==> src/rtl/key_cmd_decoder.sv <==
// PS/2 scancode to command decoder with a small command FIFO and a sticky overflow flag.
// Optional typematic-repeat filter enabled by defining KEY_REPEAT_FILTER_EN.
module key_cmd_decoder #(
  parameter int FIFO_DEPTH  = 4,
  parameter int TIMEOUT_CYC = 2000000
) (
  input  logic       clk,
  input  logic       reset,
  input  logic       rx_done_tick,
  input  logic [7:0] rx_data,
  output logic       rx_en,
  output logic       cmd_valid,
  output logic [3:0] cmd_code,
  input  logic       cmd_ack,
  output logic       fifo_full,
  output logic       overflow,
  input  logic       overflow_clr
);
  localparam int AW = $clog2(FIFO_DEPTH);
  localparam int TW = $clog2(TIMEOUT_CYC + 1);

  typedef enum logic [1:0] {IDLE, EXT, BRK, EXT_BRK} state_e;

  state_e        state_q, state_d;
  logic [TW-1:0] tmo_q;
  logic [3:0]    code;
  logic          is_arrow, ignore, tmo_hit, make, push;

  always_comb begin
    code = 4'd0;
    case (rx_data)
      8'h2B:   code = 4'd1;
      8'h33:   code = 4'd2;
      8'h2C:   code = 4'd3;
      8'h75:   code = 4'd4;
      8'h74:   code = 4'd5;
      8'h6B:   code = 4'd6;
      8'h72:   code = 4'd7;
      8'h76:   code = 4'd8;
      default: code = 4'd0;
    endcase
  end

  assign is_arrow = (code >= 4'd4) && (code <= 4'd7);
  // Receiver/host handshake bytes never disturb a prefix in progress.
  assign ignore   = (rx_data == 8'hAA) || (rx_data == 8'hFA) || (rx_data == 8'hEE) ||
                    (rx_data == 8'hFE) || (rx_data == 8'h00);
  assign tmo_hit  = (state_q != IDLE) && (tmo_q == TW'(TIMEOUT_CYC - 1));

  always_comb begin
    state_d = state_q;
    make    = 1'b0;
    if (rx_done_tick && !ignore) begin
      case (state_q)
        IDLE: begin
          if (rx_data == 8'hE0)      state_d = EXT;
          else if (rx_data == 8'hF0) state_d = BRK;
          else                       make    = (code != 4'd0);
        end
        EXT: begin
          if (rx_data == 8'hF0) state_d = EXT_BRK;
          else begin
            state_d = IDLE;
            make    = is_arrow;
          end
        end
        default: state_d = IDLE;
      endcase
    end else if (!rx_done_tick && tmo_hit) begin
      state_d = IDLE;
    end
  end

  always_ff @(posedge clk or posedge reset) begin
    if (reset) begin
      state_q <= IDLE;
      tmo_q   <= '0;
    end else begin
      state_q <= state_d;
      if (rx_done_tick || state_q == IDLE || tmo_hit) tmo_q <= '0;
      else                                            tmo_q <= tmo_q + 1'b1;
    end
  end

`ifdef KEY_REPEAT_FILTER_EN
  logic [7:0] held_q;
  logic [2:0] idx;
  logic       rel;

  assign idx  = 3'(code - 4'd1);
  // After E0 F0 only arrows release; a plain F0 releases any command.
  assign rel  = (state_q == BRK) ? (code != 4'd0) : is_arrow;
  assign push = make & ~held_q[idx];

  always_ff @(posedge clk or posedge reset) begin
    if (reset) begin
      held_q <= '0;
    end else if (rx_done_tick && !ignore) begin
      if (make)                                                    held_q[idx] <= 1'b1;
      else if ((state_q == BRK || state_q == EXT_BRK) && rel)      held_q[idx] <= 1'b0;
    end
  end
`else
  assign push = make;
`endif

  logic [3:0]    mem_q [FIFO_DEPTH];
  logic [AW-1:0] wr_q, rd_q;
  logic [AW:0]   cnt_q;
  logic          pop, wr_en;

  assign fifo_full = (cnt_q == (AW+1)'(FIFO_DEPTH));
  assign cmd_valid = (cnt_q != '0);
  assign rx_en     = ~fifo_full;
  assign pop       = cmd_ack & cmd_valid;
  // A pop in the same cycle frees a slot, so a push into a full FIFO still lands.
  assign wr_en     = push & (~fifo_full | pop);
  assign cmd_code  = cmd_valid ? mem_q[rd_q] : 4'd0;

  always_ff @(posedge clk) begin
    if (wr_en) mem_q[wr_q] <= code;
  end

  always_ff @(posedge clk or posedge reset) begin
    if (reset) begin
      wr_q     <= '0;
      rd_q     <= '0;
      cnt_q    <= '0;
      overflow <= 1'b0;
    end else begin
      if (wr_en) wr_q <= wr_q + 1'b1;
      if (pop)   rd_q <= rd_q + 1'b1;
      case ({wr_en, pop})
        2'b10:   cnt_q <= cnt_q + 1'b1;
        2'b01:   cnt_q <= cnt_q - 1'b1;
        default: cnt_q <= cnt_q;
      endcase
      if (push && fifo_full && !pop) overflow <= 1'b1;
      else if (overflow_clr)         overflow <= 1'b0;
    end
  end
endmodule

==> config.mk <==
export PLATFORM = sky130hd
export DESIGN_NAME = key_cmd_decoder
export DESIGN_NICKNAME = d
export VERILOG_FILES = /design/src/rtl/key_cmd_decoder.sv
export SDC_FILE = /design/constraint.sdc
export NUM_CORES = 1
export LEC_CHECK = 0
export CORE_ASPECT_RATIO = 0.6
export CORE_MARGIN = 5
export CORE_UTILIZATION = 53
export CTS_BUF_LIST = sky130_fd_sc_hd__clkbuf_16
export DETAILED_ROUTE_END_ITERATION = 16
export PLACE_DENSITY = 0.82
export SKIP_LAST_GASP = 1
export SYNTH_ARGS = -nofsm -noshare
export SYNTH_HDL_FRONTEND = slang
export SYNTH_SLANG_ARGS = --single-unit
==> constraint.sdc <==
create_clock -name clk -period 3.33 [get_ports clk]
set_input_delay 0.666 -clock clk [delete_from_list [all_inputs] [get_ports clk]]
set_output_delay 0.666 -clock clk [all_outputs]
set_load 0.01 [all_outputs]
==> results.txt <==
The floorplan has 19 rows. The final period demand of the worst path came out at 3.09 ns. The count of state elements after synthesis came out at 47. The worst clock skew on the final layout came out at 0.00655 ns.

The tightest hold path in the finished design has a slack of 0.504 ns. The die area is 6350 sq um. The number of nets in the layout came out at 288. The total setup violations reported at the end of the flow is 0.

Among cell families on the critical path, the largest total delay comes from compound AO/OA/AOI/OAI gates. During placement, the flow inserted port buffers numbering 20. Global routing used 18.9% of the available tracks across all layers. The flow ran to the end, and the final reports show no timing, DRC or antenna violations.

The average instance in the mapped netlist occupies 10.5 sq um. The number of buffers added by the clock tree synthesis step is 5. The clock-pin slew of the registers on the worst-case setup and hold paths is 0.07 ns.

The floorplan die width came out at 99.6 microns. The area growth from synthesis to final layout is 16.9%. The total power came out at 1640 uW. In this run the tightest slew margin relative to its limit is 55.7%. The reg-to-reg startpoint is cnt_q[1]. The count of flip-flops with a built-in enable after synthesis came out at 16.

The first global-routing pass estimated 9520 microns of wire. In the final routed layout, each cell accounts on average for 16.6 microns. In this run the worst path has a maximum fanout of 11. The max-slew violation count came out at 0. The total nets after synthesis came out at 263. Among all flip-flop cells after synthesis, the most frequent one is sky130_fd_sc_hd__dfrtp_1. For this design, the slowest cell found on the critical path is sky130_fd_sc_hd__clkdlybuf4s50_1. The worst voltage drop across the vdd grid came out at 0.280 mV. Traced cell by cell, the critical path runs through clkdlybuf4s50_1 > nand4bb_1 > a21oi_1 > a22oi_1 > a2111o_1 > and2_4 > fa_1 > a21oi_1 > a211oi_1. Max-cap violations in this run came to 0.

The number of buffers and inverters on the critical path came out at 1. The number of nets with antenna violations after detailed routing is 0. The detailed placer's ending HPWL came out at 4150 microns.

The most repeated library cell on the critical path is sky130_fd_sc_hd__a21oi_1. The mapped cell area came out at 2550 sq um. The actual slew at the worst max-slew pin is 0.664 ns. The longest clock path from root to sink contains 2 buffers.

In this design, the stage delay of the slowest critical-path cell is 0.69 ns. The number of global-route vias before repair came out at 1936. In this run the worst setup path begins at rx_data[2]. The clock sink count is 47.

The analysis attributes to cell leakage a power of 0.00116 uW. The number of DRC violations after detailed-routing iteration 0 is 118. The number of antenna cells inserted is 0. The CTS tree is done. The end point of the critical path is cnt_q[1]. The count of fill cells added during filler insertion is 368. The floorplan die height came out at 63.8 microns. The largest net degree at the start of global routing came out at 32.

The congestion estimate from routability-driven global placement came to 0.805. Data arrives at the worst endpoint at 3.29 ns. After detailed routing, the number of remaining DRC violations is 0. The startpoint type of the worst setup path is a primary input. The required time at the worst-slack endpoint is 3.52 ns. The number of buffers inserted by hold repair at cts is 0. The count of boundary I/O pins is 21. The initial standard-cell utilization of the core came out at 55.4%. The total length of routed wires came out at 5530 microns. The post-synthesis cell count is 244.

The ratio of final minimum period to clock period came out at 92.9%. The number of hold-slack violations in the final timing report was 0. The slack of the worst reg-to-reg path is 1.16 ns.

The path type of the worst min-delay path is flop to flop. STA classifies the critical path endpoint as a flop. The remaining global-route overflow came out at 0.

The power density over the cells came out at 549 nW/um^2. The latest clock arrival within the worst-skew pair is 0.29 ns. The maximum achievable frequency is 323 MHz. The setup path with the least slack is of type primary input to flop.

The cell depth of the worst flop-to-flop path is 6. The number of gates given a new drive strength after cts is 0. The count of synthesis-stage warnings from yosys is 0.

The cell sitting at the root of the clock tree is a sky130_fd_sc_hd__clkbuf_16. The detailed-routing iteration count for the pre-antenna-repair pass is 4. The average vias per placed instance came out at 5.70.

The number of stages on the worst setup path is 9. The sequential fraction of the synthesis area came out at 49.2%. The core region is 4610 sq um. The proportion of layout cells with a drive suffix above 1 is 8.89%.

The total number of H-tree levels came out at 2. The number of buffers added for setup after CTS is 0. Setup repair after global routing left no endpoint under its margin. The endpoint of the worst register-to-register path is cnt_q[1]. The initial antenna violation count was 0.

The netlist uses 52 different library cells. The routed layout has 1899 vias. Counting flops with an async set or reset pin after synthesis yields a share of 66.0%.
-- layer usage --
metal	vias to the layer above	share of wire (%)	track usage [%]
li1	918	-	-
met1	911	45	25.6
met2	59	47	30.4
met3	11	5.9	4.24
met4	0	1.9	6.47
met5	-	0	0
-- per-stage QoR --
step,std cells,util (%),worst slack [ns],setup TNS (ns),cell area [sq um]
final,333,64.8,0.236,0,2990
after global routing,333,64.8,0.0789,0,2990
after CTS,333,64.8,0.255,0,2990
after detailed placement,325,61.7,-0.0370,-0.0508,2840
after global placement,325,61.7,0.0911,0,2840
after floorplan,244,-,0.531,0,2550
-- cell usage after synthesis, drive strengths merged, types with 4 or more instances --
cell type / instances / area, sq um
nand2: 14 / 52.6
nor2: 31 / 119
dfrtp: 31 / 776
nand3b: 4 / 30.0
clkbuf: 5 / 18.8
nor4: 5 / 31.3
and3: 8 / 50.1
edfxtp: 16 / 480
xor2: 14 / 123
mux4: 4 / 90.1
nand4: 4 / 25.0
o21ai: 6 / 30.0
nand2b: 4 / 25.0
or3: 5 / 31.3
inv: 9 / 33.8
and2: 11 / 71.3
buf: 5 / 31.3
nor3: 5 / 30.0
nand3: 10 / 50.1
a21oi: 7 / 35.0
ha: 5 / 62.6
xnor2: 10 / 87.6
-- logic make-up after synthesis --
| logic type | share of synthesized area (%) |
|---|---|
| XOR/XNOR | 8.23 |
| flip-flops | 49.2 |
| multiplexers | 3.92 |
| buffers and inverters | 3.43 |
| adder cells (fa/ha/maj) | 3.23 |
| AND/OR/NAND/NOR | 24.3 |
| AO/OA/AOI/OAI | 7.69 |
-- cells in the final DEF, fill, tap and decap left out, types with 7 or more instances in the layout --
master,Yosys,final
sky130_fd_sc_hd__clkdlybuf4s50_1,0,20
sky130_fd_sc_hd__and2_1,10,10
sky130_fd_sc_hd__a21oi_1,7,7
sky130_fd_sc_hd__dfrtp_1,31,31
sky130_fd_sc_hd__and3_1,8,8
sky130_fd_sc_hd__nor2_1,30,30
sky130_fd_sc_hd__inv_1,9,9
sky130_fd_sc_hd__nand2_1,14,14
sky130_fd_sc_hd__xor2_1,14,14
sky130_fd_sc_hd__buf_4,0,8
sky130_fd_sc_hd__xnor2_1,10,10
sky130_fd_sc_hd__nand3_1,10,10
sky130_fd_sc_hd__edfxtp_1,16,16
-- flip-flops by register name, summed over array words and instances, names as in the netlist --
name / flops
tmo_q: 21
mem_q: 16
cnt_q: 3
rd_q: 2
state_q: 2
wr_q: 2
overflow: 1
-- report_power, final --
part	internal, uW	leakage [uW]	switching (uW)
Combinational	243	0.000528	185
Clock	278	0.0000740	213
Sequential	642	0.000553	77.5
Total	1160	0.00116	476
-- cell type report --
class,instances,area (sq um),area share [%]
clock inverter,3,18.8,0.628
sequential,47,1260,42.0
clock buffer,5,125,4.19
multi-input combinational,177,1210,40.5
inverter,10,37.5,1.26
tap,63,78.8,2.64
timing repair buffer,28,260,8.71
-- worst min path at each step --
stage	startpoint	to	depth (start not counted)
6_report	state_q[1]	state_q[1]	1
5_1_grt	state_q[1]	state_q[1]	1
4_1_cts	state_q[1]	state_q[1]	1
3_5_place_dp	state_q[1]	state_q[1]	1
3_3_place_gp	state_q[1]	state_q[1]	1
2_1_floorplan	state_q[1]	state_q[1]	1
(Power assumes the default switching activity.)
